**config.mk**
```make
export PLATFORM = sky130hd
export DESIGN_NAME = step_dir_decoder
export DESIGN_NICKNAME = d
export VERILOG_FILES = /design/src/rtl/step_dir_decoder.sv
export SDC_FILE = /design/constraint.sdc
export NUM_CORES = 1
export LEC_CHECK = 0
export BUFFER_PORTS_ARGS = -buffer_cell sky130_fd_sc_hd__buf_2
export CORE_ASPECT_RATIO = 1.25
export CORE_MARGIN = 2
export CORE_UTILIZATION = 45
export DETAILED_ROUTE_END_ITERATION = 8
export GPL_ROUTABILITY_DRIVEN = 0
export PLACE_DENSITY = 0.62
export SYNTH_ARGS = -nofsm -noshare
export SYNTH_HDL_FRONTEND = slang
export SYNTH_SLANG_ARGS = --single-unit
```
**constraint.sdc**
```tcl
create_clock -name clk_i -period 12.19 [get_ports clk_i]
set_clock_uncertainty 0.2 [all_clocks]
set_input_delay 0.6095 -clock clk_i [delete_from_list [all_inputs] [get_ports clk_i]]
set_output_delay 0.6095 -clock clk_i [all_outputs]
set_load 0.02 [all_outputs]
```
**src/rtl/step_dir_decoder.sv**
```systemverilog
// Step/direction input decoder: synchronized, glitch-filtered step and dir drive a signed
// position, a step counter and stall detection. Define STEP_DIR_DECODER_PERIOD_EN to add step-period capture.
module step_dir_decoder #(
    parameter int unsigned FILT_LEN    = 4,
    parameter int unsigned DIR_SETUP   = 8,
    parameter logic [31:0] STALL_COUNT = 32'h00FF_FFFF
) (
    input  logic        clk_i,
    input  logic        reset,
    input  logic        step_i,
    input  logic        dir_i,
    input  logic        wr_pos,
    input  logic [31:0] pos_i,
    input  logic        wr_clr,
    input  logic [2:0]  raddr_i,
    output logic [31:0] rdata,
    output logic        step_evt,
    output logic        setup_err,
    output logic        stalled
);

    typedef enum logic {ST_LOW, ST_HIGH} state_t;

    localparam logic [7:0]  FILT_LAST   = 8'(FILT_LEN - 1);
    localparam logic [31:0] DIR_SETUP_W = 32'(DIR_SETUP);

    logic [1:0] raw_in;
    logic [1:0] filt;
    logic [1:0] filt_chg;

    assign raw_in = {dir_i, step_i};

    // Bit 0 is step, bit 1 is dir; both take the same path so their relative timing is preserved.
    genvar gi;
    generate
        for (gi = 0; gi < 2; gi++) begin : g_in
            logic       sync1_reg;
            logic       sync2_reg;
            logic       filt_reg;
            logic [7:0] cnt_reg;

            assign filt[gi]     = filt_reg;
            assign filt_chg[gi] = (sync2_reg != filt_reg) && (cnt_reg == FILT_LAST);

            always_ff @(posedge clk_i or posedge reset) begin
                if (reset) begin
                    sync1_reg <= 1'b0;
                    sync2_reg <= 1'b0;
                    filt_reg  <= 1'b0;
                    cnt_reg   <= 8'd0;
                end else begin
                    sync1_reg <= raw_in[gi];
                    sync2_reg <= sync1_reg;
                    if (sync2_reg == filt_reg) begin
                        cnt_reg <= 8'd0;
                    end else if (cnt_reg == FILT_LAST) begin
                        filt_reg <= sync2_reg;
                        cnt_reg  <= 8'd0;
                    end else begin
                        cnt_reg <= cnt_reg + 8'd1;
                    end
                end
            end
        end
    endgenerate

    logic filt_step;
    logic filt_dir;
    assign filt_step = filt[0];
    assign filt_dir  = filt[1];

    state_t      state_reg;
    logic        step_evt_reg;
    logic        viol_reg;
    logic        step_dir_reg;
    logic [31:0] dir_stable_reg;

    always_ff @(posedge clk_i or posedge reset) begin
        if (reset) begin
            dir_stable_reg <= 32'd0;
        end else if (filt_chg[1]) begin
            dir_stable_reg <= 32'd0;
        end else if (dir_stable_reg != 32'hFFFF_FFFF) begin
            dir_stable_reg <= dir_stable_reg + 32'd1;
        end
    end

    // Setup violation and direction are captured at the accepting edge and applied with step_evt.
    always_ff @(posedge clk_i or posedge reset) begin
        if (reset) begin
            state_reg    <= ST_LOW;
            step_evt_reg <= 1'b0;
            viol_reg     <= 1'b0;
            step_dir_reg <= 1'b0;
        end else begin
            step_evt_reg <= 1'b0;
            case (state_reg)
                ST_LOW: begin
                    if (filt_step) begin
                        state_reg    <= ST_HIGH;
                        step_evt_reg <= 1'b1;
                        viol_reg     <= (dir_stable_reg < DIR_SETUP_W);
                        step_dir_reg <= filt_dir;
                    end
                end
                ST_HIGH: begin
                    if (!filt_step) begin
                        state_reg <= ST_LOW;
                    end
                end
                default: state_reg <= ST_LOW;
            endcase
        end
    end

    logic        accept;
    logic [31:0] pos_base;
    logic [31:0] pos_reg;
    logic [31:0] count_reg;
    logic [31:0] since_reg;
    logic        setup_err_reg;
    logic        stalled_reg;
    logic [31:0] period;
    logic [31:0] rdata_reg;

    assign accept   = step_evt_reg;
    assign pos_base = wr_pos ? pos_i : pos_reg;

    always_ff @(posedge clk_i or posedge reset) begin
        if (reset) begin
            pos_reg       <= 32'd0;
            count_reg     <= 32'd0;
            since_reg     <= 32'd0;
            setup_err_reg <= 1'b0;
            stalled_reg   <= 1'b0;
        end else begin
            if (accept) begin
                pos_reg <= step_dir_reg ? pos_base + 32'd1 : pos_base - 32'd1;
            end else begin
                pos_reg <= pos_base;
            end

            if (wr_clr) begin
                count_reg     <= accept ? 32'd1 : 32'd0;
                setup_err_reg <= 1'b0;
            end else begin
                if (accept) begin
                    count_reg <= count_reg + 32'd1;
                end
                if (accept && viol_reg) begin
                    setup_err_reg <= 1'b1;
                end
            end

            if (accept) begin
                since_reg <= 32'd1;
            end else if (since_reg != 32'hFFFF_FFFF) begin
                since_reg <= since_reg + 32'd1;
            end

            if (accept) begin
                stalled_reg <= 1'b0;
            end else if (since_reg >= STALL_COUNT) begin
                stalled_reg <= 1'b1;
            end
        end
    end

`ifdef STEP_DIR_DECODER_PERIOD_EN
    logic [31:0] period_reg;

    always_ff @(posedge clk_i or posedge reset) begin
        if (reset) begin
            period_reg <= 32'd0;
        end else if (accept) begin
            period_reg <= since_reg;
        end else if (wr_clr) begin
            period_reg <= 32'd0;
        end
    end

    assign period = period_reg;
`else
    assign period = 32'd0;
`endif

    always_ff @(posedge clk_i or posedge reset) begin
        if (reset) begin
            rdata_reg <= 32'd0;
        end else begin
            case (raddr_i)
                3'd0:    rdata_reg <= {29'd0, state_reg == ST_HIGH, filt_dir, stalled_reg};
                3'd1:    rdata_reg <= pos_reg;
                3'd2:    rdata_reg <= count_reg;
                3'd3:    rdata_reg <= period;
                3'd4:    rdata_reg <= {31'd0, setup_err_reg};
                default: rdata_reg <= 32'd0;
            endcase
        end
    end

    assign rdata     = rdata_reg;
    assign step_evt  = step_evt_reg;
    assign setup_err = setup_err_reg;
    assign stalled   = stalled_reg;

endmodule

```
---- Word-level counts from Yosys, hierarchy flattened ----
Cells that the tools add are included.
storage, ports and cells
  bits in registers ....................... 188
  input port bits ......................... 41
  output and inout port bits .............. 35
  word-level logic and storage cells ...... 73
cells by class
  add/subtract/negate cells ............... 7
  $lt $le $gt $ge ......................... 2
  eq/ne operators ......................... 10
  mux-type cells .......................... 21
  bitwise operators ....................... 3
  reduce and logical (&&, ||, !) cells .... 11
operators with widths
  kind                                                                           number
  32-bit two-way mux                                                             9
  32-bit by 1-bit adder with 32-bit output, second input constant                4
  32-bit case mux with 4 select lines                                            1
  32-bit != test, second input constant                                          2
  32-bit by 24-bit >= comparator with 1-bit output, second input constant        1
  32-bit by 4-bit less-than comparator with 1-bit output, second input constant  1
  8-bit two-way mux                                                              4
  32-bit by 1-bit subtractor with 32-bit output, second input constant           1
  8-bit by 1-bit adder with 8-bit output, second input constant                  2
  8-bit by 2-bit equality test with 1-bit output, second input constant          2
  2-bit nonzero test                                                             5
  1-bit two-way mux                                                              7
  2-bit AND reduction                                                            3
  3-bit by 1-bit equality test with 1-bit output, second input constant          1
  3-bit by 2-bit equality test with 1-bit output, second input constant          1
  3-bit equality test, second input constant                                     1
  3-bit zero test                                                                1
  1-bit inverter                                                                 3
  1-bit equality test                                                            2
  1-bit logical AND                                                              2
  1-bit != test                                                                  1

---- Logic depth before layout (Yosys ltp) ----
Gate-level depths: netlist of the first run.
  depth after elaboration ................. 4
  mapped depth ............................ 13
  gate-level depth less buffers ........... 11

---- Worst setup path before layout of the first run ----
No wires, ideal clock.
  path kind ............................... input to register
  start point ............................. in wr_pos
  end point ............................... reg pos_reg[15]
  library setup time ...................... 0.132 ns
  arrival ................................. 3.600 ns
  data required time ...................... 11.858 ns
  slack ................................... 8.257 ns
  cell stages on the path ................. 12
  buffers on the path ..................... 2
  cell sequence ........................... buf_2 > clkbuf_1 > mux2_2 > ha_1 > a22o_1 > or4_4 > nor3_4 > o31ai_2 > a21bo_1 > a21o_1 > a2111oi_2 > nor3b_1
between the ends
  longest elaborated chain between the ends .. 4
  elaborated cells between the ends (all ways) .. 5
  those cells by class .................... add/sub (2); mux (3)
ends and longest elaborated chain
  item                                                                                                       line  source
  start: declaration                                                                                         12    input logic wr_pos,
  32-bit two-way mux *                                                                                       127   assign pos_base = wr_pos ? pos_i : pos_reg;
  32-bit by 1-bit subtractor with 32-bit output or 32-bit by 1-bit adder with 32-bit output (tied branches)  138   pos_reg <= step_dir_reg ? pos_base + 32'd1 : pos_base - 32'd1;
  32-bit two-way mux                                                                                         138
  32-bit two-way mux *                                                                                       137   if (accept) begin
  end signal: assignment                                                                                     138
  end signal: assignment                                                                                     140   pos_reg <= pos_base;
  end: declaration                                                                                           118   logic [31:0] pos_reg;
Every way passes the cells marked *; elsewhere a longest branch is shown, timed or not.
A chain may end at the register's enable or synchronous reset.

---- Worst setup path in the final report of the first run ----
Ends and elaborated chain as after synthesis.

==> summary.md, run 1 <==
| Metric | Value |
|---|---|
| Run status | completed |
| Chip height | about 170 µm |
| Hold path endpoint | g_in[1].sync1_reg$_DFF_PP0_ |
| Placed wire-length estimate | approximately 16000 µm |
| Final hold vios | 0 |
| DR pass1 iterations | 4 |
| Critical Path End Type | flop |
| 1st-iter DRT viols | around 370 |
| Top achievable clock speed | between 200 and 300 MHz |
| Nets | 1183 |
| Worst Hold Class | input port to flop |
| CTS-repair resized insts | 0 |
| Critical path class | input port to flop |
| CTS Buf Count | 17 |
| Max-slew headroom | between 30% and 40% |
| Top Usage Layer GRT | met2 |
| H-tree level count | 4 |
| Clk slew on worst S/H paths | ~0.070 ns |
| Setup TNS | 0 ns |
| Number of antenna violations at the first check in global routing | 0 |
| Vias in the first global route | about 7700 |
| Grt met2 use | between 30% and 40% |
| DRC viols | 0 |
| Top cell type's share of synthesized area | a little under half |
| RSZ-0062 raised after global routing | false |
| Root buffer cell | clkbuf_16 |
| Number of flops mapped to enable cells by yosys | 0 |
| Max Slew Vio Count | 0 |
| DRT Wirelength | around 23000 µm |
| Register bit total from synthesis | around 190 |
| DRT antenna net count | 0 |
| Worst slew pin tran | about 1.0 ns |
| Per-cell routed wire length | between 15 and 20 µm |
| Crit-path max FO | 32 |
| Tcrit/Tclk final | roughly a third |
| Layout fillers | just over 2000 |
| Power, Total | between 2000 and 2500 µW |
| Ports | 76 |
| Total gr overflow | 0 |
| CTS tree | done |
| Main area contributors after synthesis | dfrtp_1 (46%), xor2_1 (6.9%), nor2_1 (5.4%), ha_1 (4.7%), mux2_2 (3.7%) |
| Top cell types by occurrence after synthesis | dfrtp_1 (188), nor2_1 (147), xor2_1 (80) |
| PortBufs | 75 |
| Lkg Pwr | 0.005246 µW |
| Horiz. Die Dim | between 100 and 150 µm |
| Post-synthesis cell count | between 1000 and 1500 |
| PD cells | about 220 mW/mm² |
| Hold path cells | 1 |
| Largest net degree at the start of global routing | ~110 |
| Core region area | 0.02229 mm² |
| Worst vdd ir | approximately 0.00014 V |
| Initial core utilization | a little under half |
| Worst Path Arrival | between 3 and 4 ns |
| Sequential-to-total area share from yosys stat | 46.04% |
| Worst R2R Path Depth | 11 |
| Die area | 0.02393 mm² |
| Syn nets | approximately 1100 |
| Share of cells above drive strength 1 | between 15 and 20% |
| Met1 Use GR | 27.47% |
| Synth area leader | dfrtp_1 |
| Minimum clock period | 3.838 ns |
| FF-to-FF Start | step_dir_reg$_DFFE_PP0P_ |
| Hold path startpoint | dir_i |
| Final Setup Violations | 0 |
| First-pass GRT wire length | ~39000 µm |
| Hold_buf cts | 0 |
| Layout area overhead | 12.56% |
| Vias | ~7700 |
| Syn Area/Cell | roughly 9.9 µm² |
| R2r endpoint | pos_reg[31]$_DFF_PP0_ |
| Yosys warns | 0 |
| Global Route met3 Usage | 3.295% |
| Inserted Diodes | 0 |
| Clk buf depth | 2 |
| # Post-CTS Setup Buffers | 0 |
| Synth unique cells | ~70 |
| Clock Sinks | approximately 190 |
| Mapped cell area | 0.01022 mm² |
| GRT Util Overall | between 20% and 30% |
| Most frequent cell after synthesis | dfrtp_1 |
| Critical Path Start Type | input port |
| Max-Cap Viols | 0 |
| Fraction of registers with async set/reset | 100.0% |
| Clk Latency, worst-skew pair | 0.43 ns |
| R2R Setup Slk | ~8.5 ns |
| Post-synth top flop | dfrtp_1 |
| Via density per instance | approximately 5.5 |
| CP required | 12.30 ns |
| Row cnt | between 60 and 70 |
[cell usage in the layout (no fill, tap or decap), types with 8 or more instances in the layout]
master / n
a21o_1: 10
a21oi_1: 63
a22o_1: 30
and2_1: 11
and3_1: 15
and4_1: 13
buf_2: 75
clkbuf_16: 17
dfrtp_1: 187
ha_1: 38
inv_1: 18
mux2_2: 34
mux2i_1: 8
nand2_1: 68
nand2b_1: 8
nand3_1: 48
nand4_1: 27
nor2_1: 146
nor3_1: 18
nor4_1: 8
o21ai_0: 29
or3_1: 16
xnor2_1: 37
xor2_1: 80
[where the power goes]
| part | internal, µW | switching [µW] | leakage, µW |
|---|---|---|---|
| registers | 731 | 102 | 0.00249 |
| clock network | 336 | 245 | 0.000287 |
| logic | 444 | 638 | 0.00247 |
[layer usage]
layer	vias to the layer above	share of wire [%]
met5	-	0
met4	0	1.2
met3	24	2.6
met2	95	49
li1	3824	-
met1	3760	47
[per-stage QoR]
stage	hold WS (ns)	worst slack, ns	util (%)	instance area (µm²)	cells
finish	0.07913	8.352	51.61	11500	1399
global route	0.06560	8.131	51.61	11500	1399
CTS	0.06966	8.359	51.61	11500	1399
detailed placement	0.1451	7.890	48.83	10880	1367
global placement	0.1431	7.942	48.83	10880	1367
floorplan	0.1312	6.267	-	10220	1037
[critical path: stages]
cell and delay [ns]:
buf_2 0.62, mux2_2 0.43, ha_1 0.32, a22o_1 0.25, or4_4 0.45, nor3_4 0.26
o31ai_2 0.11, a21bo_1 0.24, a21o_1 0.20, a2111oi_2 0.35, nor3b_1 0.09
[logic make-up (layout without fill, tap and decap cells)]
kind of cell | after synthesis | after routing | share of synthesized area, %
compound gates | 186 | 186 | 12.16
xor+xnor | 117 | 117 | 10.03
fa+ha+maj | 39 | 39 | 4.849
buf+inv | 54 | 133 | 2.045
flops | 188 | 188 | 46.04
mux | 42 | 42 | 4.531
simple gates | 411 | 411 | 20.34
[final cells by class]
type / instances / area [µm²] / share of cell area, %
timing repair buffer: 82 / 427.9 / 3.721
tap: 283 / 354.1 / 3.079
inverter: 19 / 78.83 / 0.6854
clock buffer: 20 / 456.7 / 3.971
clock inverter: 12 / 161.4 / 1.403
sequential: 188 / 4706 / 40.92
multi-input combinational: 795 / 5316 / 46.23
[worst max path at each step]
| stage | start | endpoint | slack [ns] | cells past startpoint |
|---|---|---|---|---|
| 6_report | wr_pos | pos_reg[15]$_DFF_PP0_ | 8.35 | 11 |
| 5_1_grt | wr_pos | pos_reg[31]$_DFF_PP0_ | 8.13 | 11 |
| 4_1_cts | wr_pos | pos_reg[15]$_DFF_PP0_ | 8.36 | 11 |
| 3_5_place_dp | wr_pos | pos_reg[15]$_DFF_PP0_ | 7.89 | 11 |
| 3_3_place_gp | wr_pos | pos_reg[15]$_DFF_PP0_ | 7.94 | 11 |
| 2_1_floorplan | reset | count_reg[0]$_DFFE_PP0P_ | 6.27 | 1 |
Note: power is estimated with default switching activity, not from simulation.
==> run 2, diff against run 1 <==
- ABC_AREA: default -> 1
- PLACE_DENSITY: 0.62 -> 0.63
- clock period: 12.19 -> 3.3 ns (I/O delays scaled with it)
==> summary.md, run 2 <==
| Metric | Value |
|---|---|
| Run status | completed |
| Register bit total from synthesis | 188 (unchanged) |
| Crit-path max FO | 14 (-56%) |
| R2R Setup Slk | 0.52 ns (-7.93 ns) |
| Worst Hold Class | input port to flop |
| Chip height | 186.4 µm (+8.1%) |
| # Post-CTS Setup Buffers | 0 (unchanged) |
| Critical path class | flop to flop |
| GRT Util Overall | 26.12% (+6.0 points) |
| Clk buf depth | 2 (unchanged) |
| Hold path endpoint | pos_reg[9]$_DFF_PP0_ |
| Worst R2R Path Depth | 12 (+1) |
| Syn nets | 1758 (+57%) |
| Clock network power share | 23.0% (-0.3 points) |
| DR pass1 iterations | 5 (+1) |
| Kind of cell adding the most delay to the critical path | simple AND/OR/NAND/NOR gates |
| Sequential-to-total area share from yosys stat | 39.28% (-6.8 points) |
| FF-to-FF Start | step_dir_reg$_DFFE_PP0P_ |
| Max-slew headroom | 42.10% (+9.2 points) |
| Hold path startpoint | pos_i[9] |
| Layout area overhead | 14.18% |
| Total gr overflow | 0 (unchanged) |
| Gate power share | 44.4% (+1.1 points) |
| Via density per instance | 5.439 (-1.2%) |
| Per-cell routed wire length | 16.78 µm (+2.5%) |
| CP required | 3.42 ns (-8.88 ns) |
| Vias in the first global route | 11230 (+46%) |
| Top cell type's share of synthesized area | 39.28% (-6.8 points) |
| Commonest non-fill, non-tap cell in the layout | nand2_1 |
| Yosys warns | 0 (unchanged) |
| Post-synth top flop | dfrtp_1 |
| Row cnt | 66 (+8.2%) |
| Root buffer cell | clkbuf_16 |
| Crit path max-delay cell type | dfrtp_1 |
| CTS Buf Count | 17 (unchanged) |
| Setup ws final | 0.5207 ns (-7.832 ns) |
| DRT antenna net count | 0 (unchanged) |
| PD cells | 656.9 mW/mm² (+200%) |
| DRT Wirelength | 35880 µm (+57%) |
| Critical Path Start Type | flop |
| Ports | 76 (unchanged) |
| Initial core utilization | 45.90% (+0.055 points) |
| Nets | 1865 (+58%) |
| Mapped cell area | 0.01198 mm² (+17%) |
| Number of antenna violations at the first check in global routing | 0 (unchanged) |
| Top cell types by occurrence after synthesis | nand2_1 (435), inv_1 (247), dfrtp_1 (188) |
| DRC viols | 0 (unchanged) |
| Sw frac | 44.33% (+4.9 points) |
| Placement Setup Slack | 0.5926 ns (-7.297 ns) |
| CTS tree | done |
| Final hold vios | 0 (unchanged) |
| H-tree level count | 4 (unchanged) |
| Critical Path End Type | flop |
| Critical Path Most Common Cell | nand2_1 |
| RSZ-0062 raised after global routing | false |
| R2r endpoint | pos_reg[26]$_DFF_PP0_ |
| Hold_buf cts | 33 (+33) |
| Post-synthesis cell count | 1678 (+62%) |
| Worst Path Arrival | 2.90 ns (-1.05 ns) |
| Most frequent cell after synthesis | nand2_1 |
| Tcrit/Tclk final | a little over four fifths |
| Most frequent cells in the layout | nand2_1 (435), inv_1 (245), dfrtp_1 (187) |
| Clock Sinks | 188 (unchanged) |
| Fraction of registers with async set/reset | 100.0% (unchanged) |
| Top achievable clock speed | approximately 360 MHz |
| Crit-path max cell delay | 0.42 ns (-0.20 ns) |
| CTS-repair resized insts | 0 (unchanged) |
| Worst vdd ir | 0.0003850 V (+170%) |
| Sequential share of power | 32.7% (-0.7 points) |
| PortBufs | 75 (unchanged) |
| Die area | 0.02795 mm² (+17%) |
| Clk Latency, worst-skew pair | 0.45 ns (+0.02 ns) |
| Syn Area/Cell | 7.138 µm² (-28%) |
| P_sw | 3982 µW (+300%) |
| Synth area leader | dfrtp_1 |
| CP bufs+invs | 2 (+1) |
| Worst slew pin tran | 0.8667 ns (-0.1406 ns) |
| Minimum clock period | between 2 and 3 ns |
| Main area contributors after synthesis | dfrtp_1 (39%), nand2_1 (14%), inv_1 (7.7%), o21ai_0 (5.3%), nor2_1 (4.5%) |
| Vias | 11630 (+51%) |
| Core region area | 0.02610 mm² (+17%) |
| Horiz. Die Dim | 149.9 µm (+8.0%) |
| Largest net degree at the start of global routing | 54 (-50%) |
| Final Setup Violations | 0 (unchanged) |
| Setup TNS | 0 ns (unchanged) |
| 1st-iter DRT viols | 980 (+170%) |
| Max Slew Vio Count | 0 (unchanged) |
| First-pass GRT wire length | 57710 µm (+49%) |
| Number of flops mapped to enable cells by yosys | 0 (unchanged) |
| Layout fillers | 2574 (+24%) |
| Placed wire-length estimate | 27280 µm (+68%) |
| Internal | 5001 µW (+230%) |
| Lkg Pwr | 0.006676 µW (+27%) |
| Max-Cap Viols | 0 (unchanged) |
| Hold path cells | 5 (+4) |
| Share of cells above drive strength 1 | 10.23% (-5.2 points) |
| Clk slew on worst S/H paths | 0.08 ns (about the same) |
| Crit path cell chain | inv_1, buf_4, ha_1, nand2_1, nor2_1, nand2_1, nor3_1, nand2_1, nand2_1, nand2_1, nand3_1, nand2_1 |
| Inserted Diodes | 0 (unchanged) |
| Synth unique cells | 56 (-21%) |
[run 2: cell types whose count changed after synthesis, moves of 46 or more]
cell and change:
nor3_1 +46, xor2_1 -64, inv_1 +228, o21ai_0 +99, nand2_1 +367, nand3_1 +59
[run 2: worst register-to-register path: cells and delay by family, from the launching register on]
family | cells | cell delay (ns)
simple gates | 9 | 1.02
buf+inv | 2 | 0.73
fa+ha+maj | 1 | 0.29
flops | 1 | 0.42
[run 2: layout make-up]
class,instances,area (µm²),share of cell area (%)
clock inverters,14,146.4,1.070
repair buffers,122,848.3,6.203
flip-flops and latches,188,4706,34.41
clock buffers,18,429.2,3.138
well taps,340,425.4,3.111
inverters,250,942.2,6.889
multi-input cells,1206,6178,45.18
[run 2: metal layers]
metal  vias to the layer above  track usage (%)  routed length, µm
met5                         -                0                  0
met4                         0            11.32               1410
li1                       5697                -                  -
met3                        81            3.545               1845
met2                       371            43.08              17100
met1                      5480            34.16              15520
[run 2: power groups by stage]
| stage | Sequential [µW] | Combinational (µW) | Clock [µW] |
|---|---|---|---|
| final | 2940 | 3980 | 2060 |
| after global routing | 2970 | 4480 | 2200 |
| after CTS | 2930 | 3950 | 2100 |
| after detailed placement | 2970 | 3910 | 0 |
| after global placement | 2970 | 3880 | 0 |
| after floorplan | 2940 | 2800 | 0 |
[run 2: through the flow]
stage	hold slack (ns)	std cells	area (µm²)	util (%)	power (µW)
after floorplan	-0.003570	1678	11980	-	5745
after global placement	0.07632	2073	12770	48.94	6850
after CTS	0.006608	2138	13680	52.41	8981
after global routing	0.004037	2138	13680	52.41	9653
final	0.004306	2138	13680	52.41	8983
after detailed placement	0.07633	2073	12770	48.94	6882
[run 2: how the worst max path moves through the flow]
stage,from,endpoint,slack [ns],depth (start not counted)
5_1_grt,step_dir_reg$_DFFE_PP0P_,pos_reg[31]$_DFF_PP0_,0.33,11
3_5_place_dp,wr_pos,pos_reg[26]$_DFF_PP0_,0.59,13
4_1_cts,step_dir_reg$_DFFE_PP0P_,pos_reg[13]$_DFF_PP0_,0.56,9
2_1_floorplan,reset,count_reg[0]$_DFFE_PP0P_,0.51,1
3_3_place_gp,step_dir_reg$_DFFE_PP0P_,pos_reg[13]$_DFF_PP0_,0.59,9
6_report,step_dir_reg$_DFFE_PP0P_,pos_reg[26]$_DFF_PP0_,0.52,12
[run 2: cell families (layout without fill, tap and decap cells)]
group,after synthesis,after routing,synth area share (%)
simple gates,875,875,33.27
buf+inv,284,404,9.140
compound gates,260,260,11.82
flops,188,188,39.28
fa+ha+maj,39,39,4.137
xor+xnor,31,31,2.267
mux,1,1,0.08357
==> run 3, diff against run 2 <==
- ABC_AREA: 1 -> 0
- PLACE_DENSITY: 0.63 -> 0.62
- clock period: 3.3 -> 2.8 ns (I/O delays scaled with it)
==> summary.md, run 3 (synthesized netlist as in run 1, its figures left out) <==
| Metric | Value |
|---|---|
| Worst vdd ir | 0.0007642 V (+98%) |
| Minimum clock period | 3.018 ns (+0.2387 ns) |
| Crit-path max FO | 15 (+1) |
| CTS tree | done |
| Critical Path Most Common Cell | buf_4 |
| Lkg Pwr | 0.006044 µW (-9.5%) |
| GRT Util Overall | 21.17% (-5.0 points) |
| Top achievable clock speed | 331.4 MHz (-7.9%) |
| 1st-iter DRT viols | 439 (-55%) |
| Placed wire-length estimate | 17850 µm (-35%) |
| Multi-input logic area | 0.005608 mm² (-9.2%) |
| Total gr overflow | 0 (unchanged) |
| Max-slew headroom | 53.19% (+11 points) |
| Worst Path Arrival | 3.13 ns (+0.23 ns) |
| Ports | 76 (unchanged) |
| Crit path cell chain | clkinvlp_4, buf_12, ha_4, a22o_1, or4_4, nor3_4, nor4b_4, buf_4, o21ai_4, o21ai_2, buf_4, xnor2_2, a21oi_2 |
| Final hold vios | 0 (unchanged) |
| Critical Path End Type | flop |
| DRT Wirelength | 24660 µm (-31%) |
| Core region area | 0.02229 mm² (-15%) |
| Root buffer cell | clkbuf_16 |
| Power, Total | 12790 µW (+42%) |
| Per-cell routed wire length | 15.82 µm (-5.7%) |
| CP required | 2.91 ns (-0.51 ns) |
| Row cnt | 61 (-7.6%) |
| Clk slew on worst S/H paths | 0.07 ns (about the same) |
| Nets | 1343 (-28%) |
| Max Slew Vio Count | 0 (unchanged) |
| CP bufs+invs | 4 (+2) |
| Most frequent cells in the layout | dfrtp_1 (186), nor2_1 (146), buf_4 (127) |
| Die area | 0.02393 mm² (-14%) |
| Clk Latency, worst-skew pair | 0.43 ns (-0.02 ns) |
| PortBufs | 75 (unchanged) |
| DR pass1 iterations | 4 (-1) |
| H-tree level count | 4 (unchanged) |
| Run status | complete, but fails checks |
| CTS Buf Count | 17 (unchanged) |
| Setup ws final | -0.2180 ns (-0.7387 ns) |
| Inserted Diodes | 0 (unchanged) |
| Clk buf depth | 2 (unchanged) |
| Clock Sinks | 188 (unchanged) |
| Worst Hold Class | input port to flop |
| PD cells | 980.4 mW/mm² (+49%) |
| Layout fillers | 1957 (-24%) |
| Critical path class | flop to flop |
| RSZ-0062 raised after global routing | true |
| Worst slew pin tran | 0.7007 ns (-0.1659 ns) |
| Register cell area after layout | 0.004707 mm² (about the same) |
| Number of antenna violations at the first check in global routing | 0 (unchanged) |
| Placement Setup Slack | -0.4297 ns (-1.022 ns) |
| Largest net degree at the start of global routing | 59 (+9.3%) |
| Vias | 8333 (-28%) |
| Kind of cell adding the most delay to the critical path | simple AND/OR/NAND/NOR gates |
| Tcrit/Tclk final | 107.8% (+24 points) |
| Horiz. Die Dim | 138.8 µm (-7.4%) |
| First-pass GRT wire length | 41080 µm (-29%) |
| Critical Path Start Type | flop |
| Violated checks | negative setup slack |
| Max-Cap Viols | 0 (unchanged) |
| DRT antenna net count | 0 (unchanged) |
| Commonest non-fill, non-tap cell in the layout | dfrtp_1 |
| Vias in the first global route | 8463 (-25%) |
| Crit-path max cell delay | 0.45 ns (+0.03 ns) |
| Crit path max-delay cell type | or4_4 |
| Final Setup Violations | 14 (+14) |
| Via density per instance | 5.349 (-1.7%) |
| DRC viols | 0 (unchanged) |
| Chip height | 172.5 µm (-7.5%) |
| Share of cells above drive strength 1 | 25.80% (+16 points) |
| Initial core utilization | 45.85% (-0.055 points) |
| Layout area overhead | 27.70% |
[run 3: cell count changes in the layout (fill, tap and decap cells not counted), sizes merged, moves of 52 or more]
cell / delta
nand2: -375
buf: +118
inv: -234
o21ai: -102
nand3: -66
xor2: +64
nor3: -52
[run 3: layout make-up]
type                       count  area share, %
clock inverter                12         0.7959
clock buffer                  19          3.395
tap                          283          2.714
timing repair buffer         242          13.43
sequential                   188          36.08
multi-input combinational    795          42.98
inverter                      19         0.6041
[run 3: timing repair]
| action | 4_1_cts | 5_1_grt |
|---|---|---|
| gates resized for setup | 32 | 14 |
| buffers inserted | 8 | 2 |
| endpoints found under the hold margin | 61 | 0 |
| setup endpoints to repair | 14 | 17 |
| hold buffers | 35 | 0 |
| pin swaps | 26 | 15 |
[run 3: worst reg2reg max path: cells and delay by family, from the launching register on]
family	cells	cell delay, ns
AO/OA/AOI/OAI	4	0.58
XOR/XNOR	1	0.13
adder cells (fa/ha/maj)	1	0.25
buffers and inverters	4	0.57
flip-flops	1	0.43
AND/OR/NAND/NOR	3	0.75
[run 3: path summary, 6_finish.rpt]
check                                                to  slack, ns  depth (start not counted)                   startpoint
max in group asynchronous     count_reg[31]$_DFFE_PP0P_       1.31                          4                        reset
min in group asynchronous  g_in[0].cnt_reg[4]$_DFF_PP0_       0.16                          3                        reset
setup reg to reg                  pos_reg[27]$_DFF_PP0_      -0.22                         13     step_dir_reg$_DFFE_PP0P_
hold / removal                    pos_reg[26]$_DFF_PP0_       0.03                          4                    pos_i[26]
setup / recovery                  pos_reg[27]$_DFF_PP0_      -0.22                         13     step_dir_reg$_DFFE_PP0P_
hold reg to reg             g_in[1].sync2_reg$_DFF_PP0_       0.16                          0  g_in[1].sync1_reg$_DFF_PP0_
[run 3: metrics by stage]
step / TNS, ns / cells / hold WS, ns / utilization [%] / area, µm²
after CTS: -1.739 / 1556 / 0.01371 / 58.12 / 12950
after global placement: -3.592 / 1482 / 0.05142 / 52.98 / 11810
after global routing: -3.490 / 1558 / 0.04989 / 58.54 / 13050
final: -1.789 / 1558 / 0.02642 / 58.54 / 13050
after detailed placement: -3.911 / 1482 / 0.04965 / 52.98 / 11810
after floorplan: -5.500 / 1037 / -0.02857 / - / 10260
[run 3: per-layer routing]
metal	track usage, %	routed length (µm)	share of wire, %	vias to the layer above
li1	-	-	-	4144
met1	27.44	11440	46	4067
met2	36.97	12190	49	92
met3	2.825	563	2.3	30
met4	6.851	463	1.9	0
met5	0	0	0	-
[run 3: power breakdown]
group	internal (µW)	leakage, µW	switching [µW]
registers	3190	0.00249	383
clock network	1180	0.000271	1100
logic	3510	0.00328	3440
total	7880	0.00604	4920
